**src/rtl/ws2812_pkg.sv**
```systemverilog
// ws2812_pkg: shared state encoding and default constants for the WS2812 chain sequencer
package ws2812_pkg;
    localparam int WS2812_COLOUR_W = 8;
    localparam int WS2812_LATCH_CYCLES = 6650;
    typedef enum logic [2:0] {
        S_IDLE,
        S_LOAD,
        S_SEND,
        S_WAIT_ACK,
        S_WAIT_DONE,
        S_LATCH
    } state_t;
endpackage

```
**src/rtl/ws2812_colour_ram.sv**
```systemverilog
// ws2812_colour_ram: per-LED colour table, async-low clear, combinational read; out-of-range writes dropped
import ws2812_pkg::*;
module ws2812_colour_ram #(
    parameter int NUM_LEDS = 8,
    parameter int COLOUR_W = WS2812_COLOUR_W,
    parameter int ADDR_W = 3
) (
    input  logic                i_Clock,
    input  logic                i_Rstn,
    input  logic                i_WrEn,
    input  logic [ADDR_W-1:0]   i_WrAddr,
    input  logic [COLOUR_W-1:0] i_WrData,
    input  logic [ADDR_W-1:0]   i_RdAddr,
    output logic [COLOUR_W-1:0] o_RdData
);
    logic [COLOUR_W-1:0] mem [NUM_LEDS];
    for (genvar i = 0; i < NUM_LEDS; i++) begin : g_entry
        always_ff @(posedge i_Clock or negedge i_Rstn)
            if (!i_Rstn) mem[i] <= '0;
            else if (i_WrEn && i_WrAddr == ADDR_W'(i)) mem[i] <= i_WrData;
    end
    assign o_RdData = mem[i_RdAddr];
endmodule

```
**src/rtl/ws2812_chain_sequencer.sv**
```systemverilog
// ws2812_chain_sequencer: streams the colour table through a WS2812 driver; WS2812_AUTO_REFRESH_EN makes frames free-running
import ws2812_pkg::*;
module ws2812_chain_sequencer #(
    parameter int NUM_LEDS = 8,
    parameter int COLOUR_W = WS2812_COLOUR_W,
    parameter int LATCH_CYCLES = WS2812_LATCH_CYCLES,
    parameter int ADDR_W = (NUM_LEDS > 1) ? $clog2(NUM_LEDS) : 1
) (
    input  logic                i_Clock,
    input  logic                i_Rstn,
    input  logic                i_WrEn,
    input  logic [ADDR_W-1:0]   i_WrAddr,
    input  logic [COLOUR_W-1:0] i_WrData,
    input  logic                i_Refresh,
    output logic                o_Busy,
    output logic                o_FrameDone,
    output logic                o_Start,
    output logic [COLOUR_W-1:0] o_Colour,
    input  logic                i_Ready
);
`ifdef WS2812_AUTO_REFRESH_EN
    localparam bit AUTO = 1'b1;
`else
    localparam bit AUTO = 1'b0;
`endif
    localparam int CNT_W = $clog2(LATCH_CYCLES) + 1;
    localparam logic [ADDR_W-1:0] LAST = ADDR_W'(NUM_LEDS - 1);
    state_t state;
    logic [ADDR_W-1:0] index;
    logic [CNT_W-1:0] cnt;
    logic pending;
    logic req;
    logic [COLOUR_W-1:0] rd_data;
    ws2812_colour_ram #(.NUM_LEDS(NUM_LEDS), .COLOUR_W(COLOUR_W), .ADDR_W(ADDR_W)) u_ram (
        .i_Clock (i_Clock),
        .i_Rstn  (i_Rstn),
        .i_WrEn  (i_WrEn),
        .i_WrAddr(i_WrAddr),
        .i_WrData(i_WrData),
        .i_RdAddr(index),
        .o_RdData(rd_data)
    );
    assign req = AUTO || i_Refresh || pending;
    always_ff @(posedge i_Clock or negedge i_Rstn)
        if (!i_Rstn) begin
            state       <= S_IDLE;
            index       <= '0;
            cnt         <= '0;
            pending     <= 1'b0;
            o_Busy      <= 1'b0;
            o_FrameDone <= 1'b0;
            o_Start     <= 1'b0;
            o_Colour    <= '0;
        end else begin
            o_Start     <= 1'b0;
            o_FrameDone <= 1'b0;
            if (i_Refresh && state != S_IDLE) pending <= 1'b1;
            case (state)
                S_IDLE: if (req) begin
                    state   <= S_LOAD;
                    index   <= '0;
                    pending <= 1'b0;
                    o_Busy  <= 1'b1;
                end
                // colour is only latched when the driver is ready, so it never moves under a busy driver
                S_LOAD: if (i_Ready) begin
                    o_Colour <= rd_data;
                    o_Start  <= 1'b1;
                    state    <= S_SEND;
                end
                S_SEND: state <= S_WAIT_ACK;
                S_WAIT_ACK: if (!i_Ready) state <= S_WAIT_DONE;
                S_WAIT_DONE: if (i_Ready) begin
                    if (index == LAST) begin
                        state <= S_LATCH;
                        cnt   <= CNT_W'(LATCH_CYCLES - 1);
                    end else begin
                        index <= index + ADDR_W'(1);
                        state <= S_LOAD;
                    end
                end
                S_LATCH: if (cnt == '0) begin
                    state       <= S_IDLE;
                    o_Busy      <= 1'b0;
                    o_FrameDone <= 1'b1;
                end else cnt <= cnt - CNT_W'(1);
                default: state <= S_IDLE;
            endcase
        end
endmodule

```
**config.mk**
```make
export PLATFORM = sky130hd
export DESIGN_NAME = ws2812_chain_sequencer
export DESIGN_NICKNAME = d
export VERILOG_FILES = /design/src/rtl/ws2812_pkg.sv /design/src/rtl/ws2812_colour_ram.sv /design/src/rtl/ws2812_chain_sequencer.sv
export SDC_FILE = /design/constraint.sdc
export NUM_CORES = 1
export LEC_CHECK = 0
export ABC_CLOCK_PERIOD_IN_PS = 2300
export BUFFER_PORTS_ARGS = -buffer_cell sky130_fd_sc_hd__buf_2
export CAP_MARGIN = 10
export CORE_ASPECT_RATIO = 1.2
export CORE_MARGIN = 2
export CORE_UTILIZATION = 41
export DETAILED_ROUTE_END_ITERATION = 7
export MAX_ROUTING_LAYER = met4
export PLACE_DENSITY_LB_ADDON = 0.3
export SYNTH_ARGS = -nofsm -noshare
export SYNTH_HDL_FRONTEND = slang
export SYNTH_SLANG_ARGS = --single-unit
```
**constraint.sdc**
```tcl
create_clock -name i_Clock -period 2.3 [get_ports i_Clock]
set_input_delay 0.115 -clock i_Clock [delete_from_list [all_inputs] [get_ports i_Clock]]
set_output_delay 0.115 -clock i_Clock [all_outputs]
set_load 0.005 [all_outputs]
```
---- Word level (Yosys, flattened, before mapping) ----
Cells that the tools add are included.
word-level totals
  register bits ........................... 96
  input bits .............................. 16
  output and inout bits ................... 11
  logic and storage cells ................. 91
cells by class
  add/subtract/negate cells ............... 2
  magnitude comparators ................... 1
  equality and inequality tests ........... 21
  mux-type cells .......................... 28
  bitwise logic cells ..................... 1
  reductions and logical operators ........ 22
operators with widths
  cell                                                                  count
  14-bit two-way mux                                                    3
  14-bit one-hot mux with 2 select lines                                1
  3-bit two-way mux                                                     9
  8-bit binary-select mux with 3-bit select                             1
  3-bit == test, second input constant                                  7
  3-bit one-hot mux with 6 select lines                                 1
  8-bit two-way mux                                                     2
  2-bit != test, second input constant                                  8
  14-bit zero test                                                      1
  14-bit by 1-bit subtractor with 14-bit output, second input constant  1
  3-bit by 2-bit == test with 1-bit output, second input constant       4
  1-bit logical AND                                                     9
  1-bit two-way mux                                                     9
  4-bit AND reduction                                                   2
  3-bit by 1-bit == test with 1-bit output, second input constant       2
  3-bit zero test                                                       2
  3-bit one-hot mux with 2 select lines                                 1
  2-bit nonzero test                                                    3
  5-bit AND reduction                                                   1
  4-bit >= comparator, second input constant                            1
  3-bit inverter with 4-bit output                                      1
  3-bit by 1-bit adder with 3-bit output, second input constant         1
  3-bit AND reduction                                                   1
  3-bit nonzero test                                                    1
  3 further kinds                                                       3

---- Depth between registers and ports, before layout ----
  depth after elaboration ................. 5
  gate-level depth with buffers ........... 7
  mapped depth without buffers ............ 6

---- By module ----
Synthesis repeated with hierarchy kept, for this count alone.
second synthesis, totals
  cell total of the unflattened synthesis .. 318
  area total of the unflattened synthesis .. 4561.9 µm²
modules (own cells, without submodules)
  module                  instances  cells each  area an instance (µm²)  sequential area each (µm²)
  ws2812_colour_ram       1          172         2992.9                  1601.5
  ws2812_chain_sequencer  1          146         1569.0                  800.8

---- Worst setup path before layout ----
OpenSTA, ideal clock, no wires.
  path kind ............................... register to register
  from .................................... register cnt[6]
  to ...................................... register cnt[7]
  library setup time ...................... 124 ps
  arrival ................................. 1613 ps
  required time ........................... 2176 ps
  path slack .............................. 563 ps
  cell stages (with the launch flop) ...... 5
  path buffers ............................ 0
  clock period less this slack ............ 1737 ps
  cells stage by stage .................... dfrtp_1 -> or4_4 -> nor4_4 -> a211oi_1 -> a211o_1
between the ends
  cells in the longest elaborated chain, start to end .. 3
  elaborated cells on any way between the ends .. 6
  classes of those cells .................. add/sub: 1; eq/ne: 1; mux: 2; reduce/logical: 2
RTL lines
  item                                                                                      line                                                        text
  from (decl)                                                                               ws2812_chain_sequencer.sv:30                                logic [CNT_W-1:0] cnt;
  from (signal assigned)                                                                    ws2812_chain_sequencer.sv:76                                cnt <= CNT_W'(LATCH_CYCLES - 1);
  from (signal assigned)                                                                    ws2812_chain_sequencer.sv:86                                end else cnt <= cnt - CNT_W'(1);
  14-bit by 1-bit subtractor with 14-bit output / 14-bit zero test (equally long branches)  ws2812_chain_sequencer.sv:86, ws2812_chain_sequencer.sv:82
  14-bit two-way mux / 2-bit != test (equally long branches)                                --
  14-bit one-hot mux with 2 select lines / 4-bit AND reduction (equally long branches)      --
Several ways; a longest one is shown, not always the timed one. The select of a mux whose other input is x is not followed.
A chain may end at the register's enable or synchronous reset.

---- Final worst setup path ----
  from .................................... register cnt[0]
  to ...................................... register cnt[6]
Same word-level chain as after synthesis.

==> reports/qor.yml <==
seq_area_frac_synth: 0.5360
path_cells: "inv_1, ha_1, nand4b_1, nor3_1, a311oi_1, a31oi_1"
hpwl_um: 6173
worst_ep_required_time_ns: 2.55
peakVddDrop_mv: 0.4505
yosys.area_share.adder: 0.008375
antenna_found_initial: 0
synth_area_um2: 4482
initial_core_util: 0.4241
fmax_mhz: 535.6
holdWs_ns: 0.06676
nets: 389
place_congestion: 0.9146
finalHoldViolations: 0
dpl_cell_area_um2: 4808
synth-xor-area-share: 0
ctsLongestPathBuffers: 2
cts_buffers: 9
layout-drive-gt1-share: 0.3813
cts_setup_buffers: 0
postLayoutCellArea_um2: 5117
p_int_mw: 3.672
wire_per_inst_um: 18.52
wl_um: 9332
synth_edf_count: 0
rows: 41
crit_path_max_fanout: 9
grt_overflow: 0
crit_type: "reg2reg"
drt-initial-drc-count: 135
die_w_um: 99.44
status: "finished clean"
clkSlewWorstSetupHoldPaths_ns: 0.06
design.die.area_um2: 11790
grt_usage: 0.1755
cts_hold_buffers: 1
syn_nets: 353
async_flop_share: 1.000
p_sw_mw: 1.503
viasPerCell: 5.683
yosysUniqueCellTypes: 47
fin_crit_ns: 1.867
p_per_area_nw_per_um2: 1011
cap_violations: 0
htree_levels: 3
drv_slew: 0
grt_first_pass_wirelength_um: 15530
drtAntennaViolNets: 0
layout_commonest_cell: "dfrtp_1"
yosysWarnings: 0
yosys_register_bits: 96
synth_top_family_by_area: "multiplexers"
finClkSkew_ns: 0.004932
start_kind: "flop"
cp-end-kind: "flop"
relSlewSlack: 0.5201
num_io_pins: 27
cts.sinks: 96
mostFrequentLayoutCells: "96 x dfrtp_1, 64 x mux2_2, 25 x buf_2"
ys.flop_type: "dfrtp_1"
grt_pass1_vias: 3021
min_period_over_period: 0.8118
port_buffers: 26
worstMarginPinSlew_ns: 0.7199
synth.avg_cell_area_um2: 13.42
grt_max_degree: 58
drcViolationCount: 0
hp-class: "in2reg"
synthCells: 334
power.total_mw: 5.175
seqPwrFrac: 0.459
insertion_delay_ns: 0.34
first_pass_iters: 4
utilization: 0.4843
synth_compound_area_frac: 0.06114
final.setup.tns_ns: 0
worstPathArrival_ns: 2.12
synth_simple_gate_area_share: 0.1033
setup_viol: 0
p_clk_frac: 0.291
route.vias.total: 2864
cpMaxStageDelayCell: "nor3_1"
cts-root-buf: "clkbuf_16"
cts_tree: "built"
fp.dieH_um: 118.5
core_area_um2: 10570
muxShareOfSynthArea: 0.2725
rsz0062_at_grt: "false"
syn_to_final_growth_pct: 14.18
switching_share: 0.2904
cts_resized: 0
p_leak_nw: 2.146
comb_power_share: 0.250
slowest_delay_ns: 0.44
rrSetupSlack_ns: 0.43
n_antenna_cell: 0
## cell type report
type                            count  area (µm²)
Fill cell                         940        5450
Clock buffer                       11       242.7
Inverter                            5       18.77
Clock inverter                      5       56.30
Timing Repair Buffer               40       240.2
Tap cell                          129       161.4
Multi-Input combinational cell    218        1996
Sequential cell                    96        2402
## final timing paths
check,from,to,cells past startpoint
min in group asynchronous,i_Rstn,cnt[10],2
hold reg to reg,u_ram.mem[23],u_ram.mem[23],1
setup reg to reg,cnt[0],cnt[6],6
setup / recovery,cnt[0],cnt[6],6
hold / removal,i_Refresh,pending,3
max in group asynchronous,i_Rstn,index[0],3
## metrics by stage
| step | setup slack [ns] | cells |
|---|---|---|
| 4_1_cts | 0.4480 | 504 |
| 2_1_floorplan | 0.5632 | 334 |
| 6_report | 0.4329 | 504 |
| 3_5_place_dp | 0.4580 | 487 |
| 3_3_place_gp | 0.4809 | 487 |
| 5_1_grt | 0.2665 | 504 |
## registers in the layout, indices dropped and copies added (netlist names)
signal	cells
o_FrameDone	1
cnt	14
u_ram.mem	64
pending	1
o_Colour	8
state	3
index	3
o_Start	1
o_Busy	1
## routing by layer
metal	wire length, µm	share of wire	up-vias	global-route usage
met1	4258	0.46	1491	0.2314
met4	70	0.0075	0	0.04795
met3	228	0.024	5	0.03193
met5	0	0	-	-
li1	-	-	1330	-
met2	4775	0.51	38	0.2808
## synth_stat cells, drive strengths merged, types with 2 or more instances
cell    number  area share
nand2b       3      0.0042
o31ai        2      0.0033
a311oi       2      0.0039
and3         2      0.0028
nand4        5      0.0070
nor3         7       0.011
a21oi       14       0.016
ha           3      0.0084
nand4b       4      0.0078
o21ai        8      0.0089
nor2        22       0.018
mux4        16       0.080
mux2i       14       0.031
nor4         2      0.0075
o211ai       2      0.0033
a211oi       2      0.0033
mux2        64        0.16
clkbuf      10      0.0084
a211o        2      0.0039
nand2       14       0.012
nor3b        3      0.0073
or4          2      0.0042
buf          5      0.0061
dfrtp       96        0.54
a22oi        2      0.0033
a31oi        2      0.0028
inv          5      0.0042
nand3        7      0.0078
## cell families (layout without fill, tap and decap cells)
logic type	Yosys count	in the layout
flip-flops	96	96
multiplexers	94	94
AND/OR/NAND/NOR	79	79
AO/OA/AOI/OAI	42	42
buffers and inverters	20	61
adder cells (fa/ha/maj)	3	3
## critical path, delay by kind of cell, from the launching register on
kind	cells	cell delay, ns
AND/OR/NAND/NOR	2	0.64
AO/OA/AOI/OAI	2	0.35
buffers and inverters	1	0.07
flip-flops	1	0.41
adder cells (fa/ha/maj)	1	0.33
## power groups by stage
stage / clock (mW) / sequential [mW] / combinational [mW]
3_3_place_gp: 0 / 2.38 / 1.27
5_1_grt: 1.60 / 2.44 / 1.44
6_report: 1.51 / 2.38 / 1.29
2_1_floorplan: 0 / 2.29 / 0.999
4_1_cts: 1.53 / 2.38 / 1.32
3_5_place_dp: 0 / 2.41 / 1.31
(Power assumes the default switching activity.)
